--- src/rtl/mmio_store_pkg.sv ---
// mmio_store_pkg: shared entry type and default MMIO window for the store buffer.
package mmio_store_pkg;
    typedef struct packed {
        logic [31:0] addr;
        logic [31:0] data;
    } store_entry_t;
    localparam logic [31:0] MMIO_BASE  = 32'h60;
    localparam logic [31:0] MMIO_BYTES = 32'h20;
endpackage

--- src/rtl/sync_fifo.sv ---
// sync_fifo: power-of-two circular FIFO with registered head, zero while empty.
module sync_fifo #(
    parameter int  DEPTH = 4,
    parameter type T     = logic [63:0]
) (
    input  logic                       clk,
    input  logic                       reset,
    input  logic                       push,
    input  logic                       pop,
    input  T                           din,
    output T                           head,
    output logic [$clog2(DEPTH+1)-1:0] count,
    output logic                       full,
    output logic                       empty
);
    localparam int AW = $clog2(DEPTH);
    localparam int CW = $clog2(DEPTH+1);
    T              mem [DEPTH];
    logic [AW-1:0] wr, rd;
    logic          do_pop, do_push;
    always_comb begin
        do_pop  = pop & !empty;
        do_push = push & (!full | do_pop);
        full    = count == CW'(DEPTH);
        empty   = count == '0;
        head    = empty ? '0 : mem[rd];
    end
    always_ff @(posedge clk or negedge reset) begin
        if (!reset) begin
            wr    <= '0;
            rd    <= '0;
            count <= '0;
            for (int i = 0; i < DEPTH; i++) mem[i] <= '0;
        end else begin
            if (do_push) begin
                mem[wr] <= din;
                wr      <= wr + AW'(1);
            end
            if (do_pop) rd <= rd + AW'(1);
            count <= count + CW'(do_push) - CW'(do_pop);
        end
    end
endmodule

--- src/rtl/mmio_store_buffer.sv ---
// mmio_store_buffer: captures core stores inside the MMIO window and drains them
// in order over valid/ready, with sticky overflow/misalign flags and a drop counter.
module mmio_store_buffer
    import mmio_store_pkg::*;
#(
    parameter int          DEPTH        = 4,
    parameter logic [31:0] BASE_ADDR    = MMIO_BASE,
    parameter logic [31:0] WINDOW_BYTES = MMIO_BYTES,
    parameter int          DROP_W       = 16
) (
    input  logic                       clk,
    input  logic                       reset,
    input  logic                       mem_write,
    input  logic [31:0]                data_adr,
    input  logic [31:0]                write_data,
    output logic                       out_valid,
    input  logic                       out_ready,
    output logic [31:0]                out_addr,
    output logic [31:0]                out_data,
    output logic [$clog2(DEPTH+1)-1:0] count,
    output logic                       full,
    output logic                       empty,
    output logic                       overflow,
    output logic                       misalign,
    input  logic                       clr_flags,
    output logic [DROP_W-1:0]          drop_count
);
    store_entry_t head;
    logic         in_win, aligned, pop, push, drop, mis;
    always_comb begin
        // unsigned wrap makes addresses below BASE_ADDR fall outside the window
        in_win    = mem_write & ((data_adr - BASE_ADDR) < WINDOW_BYTES);
        aligned   = data_adr[1:0] == 2'b00;
        out_valid = !empty;
        pop       = out_valid & out_ready;
        push      = in_win & aligned & (!full | pop);
        drop      = in_win & aligned & full & !pop;
        mis       = in_win & !aligned;
        out_addr  = head.addr;
        out_data  = head.data;
    end
    sync_fifo #(.DEPTH(DEPTH), .T(store_entry_t)) u_fifo (
        .clk   (clk),
        .reset (reset),
        .push  (push),
        .pop   (pop),
        .din   ('{addr: data_adr, data: write_data}),
        .head  (head),
        .count (count),
        .full  (full),
        .empty (empty)
    );
    always_ff @(posedge clk or negedge reset) begin
        if (!reset) begin
            overflow   <= 1'b0;
            misalign   <= 1'b0;
            drop_count <= '0;
        end else begin
            overflow <= drop | (overflow & !clr_flags);
            misalign <= mis | (misalign & !clr_flags);
            if (drop && !(&drop_count)) drop_count <= drop_count + DROP_W'(1);
        end
    end
endmodule

--- config.mk ---
export PLATFORM = sky130hd
export DESIGN_NAME = mmio_store_buffer
export DESIGN_NICKNAME = d
export VERILOG_FILES = /design/src/rtl/mmio_store_pkg.sv /design/src/rtl/sync_fifo.sv /design/src/rtl/mmio_store_buffer.sv
export SDC_FILE = /design/constraint.sdc
export NUM_CORES = 1
export LEC_CHECK = 0
export BUFFER_PORTS_ARGS = -buffer_cell sky130_fd_sc_hd__buf_2
export CAP_MARGIN = 10
export CORE_ASPECT_RATIO = 0.5
export CORE_UTILIZATION = 35
export DETAILED_ROUTE_END_ITERATION = 6
export PLACE_DENSITY = 0.5
export SLEW_MARGIN = 20
export SYNTH_ARGS = -nofsm -noshare
export SYNTH_HDL_FRONTEND = slang
export SYNTH_SLANG_ARGS = --single-unit
--- constraint.sdc ---
create_clock -name clk -period 2.7 [get_ports clk]
set_clock_uncertainty 0.1 [all_clocks]
set_input_delay 0.27 -clock clk [delete_from_list [all_inputs] [get_ports clk]]
set_output_delay 0.27 -clock clk [all_outputs]
set_load 0.005 [all_outputs]
# Word level (Yosys, flattened, before mapping)
# Cells that the tools add are included.
[word_totals] register_bits=281
[op_classes] n_addsub=6 n_lt_le_gt_ge=4 n_eq_ne=1 muxes=7 bitwise_logic=17 n_reduce_logical=11
[op_table] cell="256-bit bitwise mux" n=1
[op_table] cell="64-bit two-way mux" n=4
[op_table] cell="64-bit binary-select mux with 2-bit select" n=1
[op_table] cell="64-bit demux with 2-bit select" n=1
[op_table] cell="32-bit by 6-bit < comparator with 1-bit output, second input constant" n=1
[op_table] cell="32-bit by 7-bit subtractor with 32-bit output, second input constant" n=1
[op_table] cell="16-bit by 1-bit adder with 16-bit output, second input constant" n=1
[op_table] cell="16-bit AND reduction" n=1
[op_table] cell="1-bit bitwise AND" n=11
[op_table] cell="3-bit >= comparator, second input constant" n=2
[op_table] cell="1-bit zero test" n=6
[op_table] cell="2-bit inverter with 3-bit output" n=2
[op_table] cell="2-bit by 1-bit adder with 2-bit output, second input constant" n=2
[op_table] cell="1-bit bitwise OR" n=4
[op_table] cell="3-bit by 1-bit adder with 3-bit output" n=1
[op_table] cell="3-bit == test, second input constant" n=1
[op_table] cell="3-bit zero test" n=1
[op_table] cell="3-bit by 1-bit < comparator with 1-bit output, second input constant" n=1
[op_table] cell="3-bit by 1-bit subtractor with 3-bit output" n=1
[op_table] cell="1-bit logical AND" n=2
[op_table] cell="2-bit zero test" n=1

# Logic depth before layout (Yosys ltp)
[logic_depth] word_depth=8 mapped_depth=11 mapped_depth_nobuf=11

# Hierarchy
# From an unflattened synthesis, not the netlist that was laid out.
[unflattened] hier_cells=867 hier_area_um2=13259.0
[modules_own_cells] mod="sync_fifo" n_inst=1 cells_per_inst=724 area_each_um2=11932.7 seq_area_each_um2=6581.3
[modules_own_cells] mod="mmio_store_buffer" n_inst=1 cells_per_inst=143 area_each_um2=1326.3 seq_area_each_um2=450.4

# Worst setup path before layout
# Ideal clock, no wire load.
[synth_timing] path_kind="input to register" startpoint="input port data_adr[8]" endpoint="register u_fifo.count[2]" setup_time_ns=0.123 arrival_time_ns=2.507 path_slack_ns=-0.030 path_stages=11 n_path_buf=1 cell_sequence="buf_2 > nor4_4 > nand2_1 > or4_1 > and4b_1 > nand2_1 > nor4bb_1 > ha_1 > fa_1 > xnor2_1 > xnor2_1"
[synth_via] elab_chain_len=8
[synth_rtl] element="from (decl)" line_no="mmio_store_buffer.sv:14" rtl="input logic [31:0] data_adr,"
[synth_rtl] element="32-bit by 7-bit subtractor with 32-bit output" line_no="mmio_store_buffer.sv:32" rtl="in_win = mem_write & ((data_adr - BASE_ADDR) < WINDOW_BYTES);"
[synth_rtl] element="32-bit by 6-bit < comparator with 1-bit output" line_no="mmio_store_buffer.sv:32"
[synth_rtl] element="1-bit bitwise AND" line_no="mmio_store_buffer.sv:32"
[synth_rtl] element="1-bit bitwise AND (2 in series)" line_no="mmio_store_buffer.sv:36" rtl="push = in_win & aligned & (!full | pop);"
[synth_rtl] element="1-bit bitwise AND" line_no="sync_fifo.sv:23" rtl="do_push = push & (!full | do_pop);"
[synth_rtl] element="named net u_fifo.do_push" line_no="sync_fifo.sv:20" rtl="logic do_pop, do_push;"
[synth_rtl] element="3-bit by 1-bit adder with 3-bit output" line_no="sync_fifo.sv:40" rtl="count <= count + CW'(do_push) - CW'(do_pop);"
[synth_rtl] element="3-bit by 1-bit subtractor with 3-bit output" line_no="sync_fifo.sv:40"
[synth_rtl] element="to (signal assigned)" line_no="sync_fifo.sv:40"
[synth_rtl] element="to (decl)" line_no="sync_fifo.sv:12" rtl="output logic [$clog2(DEPTH+1)-1:0] count,"
# The timed path passes the listed nets, and every way through them passes these cells.
# A chain may end at the register's enable or synchronous reset.

# Final worst setup path
[layout_timing] startpoint="register u_fifo.rd[0]" endpoint="output port out_data[31]"
[layout_via] elab_chain_len=5
[layout_rtl] element="from (decl)" line_no="sync_fifo.sv:19" rtl="logic [AW-1:0] wr, rd;"
[layout_rtl] element="from (signal assigned)" line_no="sync_fifo.sv:39" rtl="if (do_pop) rd <= rd + AW'(1);"
[layout_rtl] element="2-bit inverter with 3-bit output (not written as such)" line_no="sync_fifo.sv:26" rtl="head = empty ? '0 : mem[rd];"
[layout_rtl] element="64-bit binary-select mux with 2-bit select" line_no="sync_fifo.sv:26"
[layout_rtl] element="64-bit two-way mux (not written as such) (2 in series)" line_no="sync_fifo.sv:26"
[layout_rtl] element="64-bit two-way mux" line_no="sync_fifo.sv:26"
[layout_rtl] element="to (decl)" line_no="mmio_store_buffer.sv:19" rtl="output logic [31:0] out_data,"
# No other way between the ends. The select of a mux whose other input is x is not followed.

==> run_results.csv <==
group,metric,value,unit
global_routing,antenna_found_initial,0,
detailed_routing,wire_per_inst,18.6,µm
run,drv_cap,0,
cts,htree_levels,1,
finish,drive_gt1_share,43.5,%
finish,syn2layout_area_growth,23.5,%
timing,maxSlewHeadroom,61.6,%
detailed_routing,drc,5,
timing,fin_crit,2.58,ns
run_status,violations,"DRC",
worst_setup_path,required,2.33,ns
worst_setup_path,start_kind,"register",
die,initial_core_util,35.9,%
cts,clock_path_buffers,3,
power,p_leak,0.00829,µW
timing,setup_slack,0.120,ns
worst_setup_path,r2r_cells,8,
power,p_per_area,615,nW/µm²
worst_setup_path,critPathTopFamily,"multiplexers",
min_path,hold_depth,3,
finish,fin_nets,1179,
timing,fmax,0.388,GHz
global_routing,grt_pass1_wl,49400,µm
yosys,synth.yosys.warnings,0,
cts,clock_sinks,281,
yosys,ys_seq_elements,281,
cts,cts_tree,"done",
yosys,syn_area_per_cell,14.9,µm²
yosys,synth_edf_count,0,
worst_setup_path,slowest_stage,"mux4_2",
placement,place.gp.congestion,0.745,
finish,nFillCells,3273,
yosys,syn_inst,872,
worst_setup_path,rr_startpoint,"u_fifo.count[0]$_DFF_PN0_",
yosys,synth_ff_type,"dfrtp_1",
die,rows,49,
placement,dp.cells,1517,
min_path,hold_path.class,"input pin to register",
die,io_pins,157,
timing,hold_slack,0.0279,ns
detailed_routing,totalWireLength,29800,µm
timing,slew_violations,0,
worst_setup_path,startpoint,"u_fifo.rd[0]$_DFFE_PN0P_",
cts,clkSlewWorstSetupHoldPaths,0.07,ns
global_routing,grt_max_degree,75,
timing,setup_violations,0,
cts,cts_made_buffers,27,
detailed_routing,drt-initial-drc-count,354,
placement,placed_cell_area,14800,µm²
die,die_x,275,µm
detailed_routing,vias,7734,
global_routing,grt_usage,16.3,%
timing,finalCritPeriodShare,95.5,%
die,die_h,138,µm
worst_setup_path,critPathMaxStageDelay,0.55,ns
timing,rsz0062_at_grt,"false",
placement,post-dp-hpwl,19100,µm
min_path,worstHoldStart,"out_ready",
timing,finalHoldViolations,0,
detailed_routing,via_per_inst,4.82,
worst_setup_path,critPathBufInv,2,
die,core,36200,µm²
die,die_area,38000,µm²
worst_setup_path,crit_chain,"buf_16 > mux4_2 > and2_4 > buf_2",
yosys,yosysUniqueCellTypes,50,
global_routing,grt_pass1_vias,8652,
worst_setup_path,arrival,2.21,ns
power,power.total,9890,µW
cts,insertion_delay,0.55,ns
global_routing,grt.overflow.total,0,
yosys,syn_area,13000,µm²
yosys,synth_nets,950,
run_status,outcome,"finished, violations left",
finish,diodes,0,
cts,clock-root-buffer,"clkbuf_16",
placement,pre_cts_slack,-0.256,ns
placement,io_buffers,156,
power,vdd_ir_drop_max,0.000380,V
finish,final_area,16100,µm²
worst_setup_path,cp_num_cells,4,
yosys,synthArstFlopShare,100,%
detailed_routing,ant_nets,0,
yosys,seq_area_frac_synth,54.0,%
worst_setup_path,worstSetupEndpointType,"output port",
worst_setup_path,crit_type,"register to output port",
worst_setup_path,worstPathMaxFanout,27,
detailed_routing,drt_first_pass_iters,6,
finish,final_cells,1603,
timing,tightest_slew,0.576,ns
==> logic make-up after synthesis <==
kind of cell    Yosys count  synth area share (%)
simple gates            260                  12.5
xor+xnor                 24                  1.62
mux                     219                  27.4
flops                   281                  54.0
fa+ha+maj                 9                 0.923
buf+inv                  63                  2.61
compound gates           16                 0.894
==> timing repair <==
item                                   4_1_cts  5_1_grt
hold buffers                                37        0
setup endpoints to repair                   29        4
endpoints found under the hold margin      208        0
buffers inserted                             2        0
resized for setup                            1        3
==> metrics by stage <==
stage	TNS [ns]	util, %
2_1_floorplan	-0.0299	-
3_3_place_gp	-29.34	40.8
3_5_place_dp	-37.85	40.8
4_1_cts	0	44.3
5_1_grt	0	44.4
6_report	0	44.4
==> metal layers <==
metal | up-vias | wire (µm) | GRT usage, %
met2 | 113 | 14200 | 25.8
met4 | 0 | 549 | 3.07
met5 | - | 0 | 0
li1 | 3531 | - | -
met3 | 39 | 934 | 2.45
met1 | 4051 | 14100 | 23.8
==> cell type report <==
type / count / area [µm²] / area share [%]
clock buffer: 38 / 757 / 4.71
clock inverter: 9 / 124 / 0.771
inverter: 12 / 45.0 / 0.280
multi-input combinational: 528 / 5660 / 35.2
sequential: 281 / 7040 / 43.8
tap: 484 / 606 / 3.77
timing repair buffer: 251 / 1850 / 11.5
==> final timing paths <==
path,slack [ns],to
setup / recovery,0.12,out_data[31]
hold / removal,0.03,u_fifo.rd[0]$_DFFE_PN0P_
setup reg to reg,0.18,u_fifo.count[2]$_DFF_PN0_
hold reg to reg,0.36,u_fifo.mem[101]$_DFFE_PN0P_
max in group asynchronous,1.50,u_fifo.mem[212]$_DFFE_PN0P_
min in group asynchronous,0.18,u_fifo.mem[111]$_DFFE_PN0P_
==> worst reg2reg max path, stage by stage (launching register included) <==
cell and delay [ns]:
dfrtp_1 0.42, or3_2 0.50, and2_1 0.22, ha_1 0.29, inv_1 0.04, ha_1 0.18
fa_1 0.38, xnor2_1 0.18, xnor2_1 0.14
==> placed cells by master (no fill, tap or decap), types with 4 or more instances in the layout <==
| cell type | Yosys | routed |
|---|---|---|
| a31oi_1 | 4 | 4 |
| and2_1 | 165 | 164 |
| and3_1 | 4 | 4 |
| buf_12 | 0 | 18 |
| buf_2 | 7 | 155 |
| buf_4 | 1 | 38 |
| clkbuf_1 | 22 | 7 |
| clkbuf_16 | 0 | 27 |
| clkbuf_8 | 0 | 4 |
| clkinv_2 | 0 | 5 |
| dfrtp_1 | 281 | 279 |
| dlygate4sd3_1 | 0 | 37 |
| ha_1 | 8 | 8 |
| inv_1 | 12 | 12 |
| mux2_2 | 53 | 53 |
| mux2_4 | 101 | 101 |
| mux4_2 | 64 | 64 |
| nand2_1 | 16 | 16 |
| nand2b_1 | 4 | 4 |
| nand3_1 | 8 | 8 |
| nand3_4 | 3 | 4 |
| nand4_1 | 8 | 8 |
| nor2_1 | 12 | 12 |
| nor3_1 | 14 | 14 |
| nor4b_1 | 4 | 4 |
| xnor2_1 | 10 | 10 |
| xor2_1 | 14 | 14 |
==> cells in the mapped netlist (2+ instances only) <==
cell type  number  share of area [%]
a21oi_1         2              0.077
a31oi_1         4               0.19
and2_1        165                7.9
and3_1          4               0.19
and4_1          2               0.13
buf_1           9               0.26
buf_2           7               0.27
buf_6          12                1.0
clkbuf_1       22               0.63
dfrtp_1       281                 54
ha_1            8               0.77
inv_1          12               0.35
mux2_2         53                4.6
mux2_4        101                 12
mux4_2         64                 11
nand2_1        16               0.46
nand2b_1        4               0.19
nand3_1         8               0.31
nand3_2         2               0.15
nand3_4         3               0.40
nand4_1         8               0.38
nor2_1         12               0.35
nor2b_1         3               0.14
nor3_1         14               0.54
nor3b_1         2               0.12
nor4_1          3               0.14
nor4b_1         4               0.27
or2_2           2              0.096
or4_1           2               0.12
xnor2_1        10               0.67
xor2_1         14               0.94
==> flip-flops by register name (all words and copies together), names as in the netlist <==
name and flops:
misalign 1, u_fifo.wr 2, drop_count 16, overflow 1, u_fifo.count 3, u_fifo.rd 2, u_fifo.mem 256
==> power by group <==
part           total, µW  internal [µW]  switching (µW)
Combinational       1700            763             933
Sequential          4360           4260            94.6
Clock               3840           2230            1610
(Power assumes the default switching activity.)
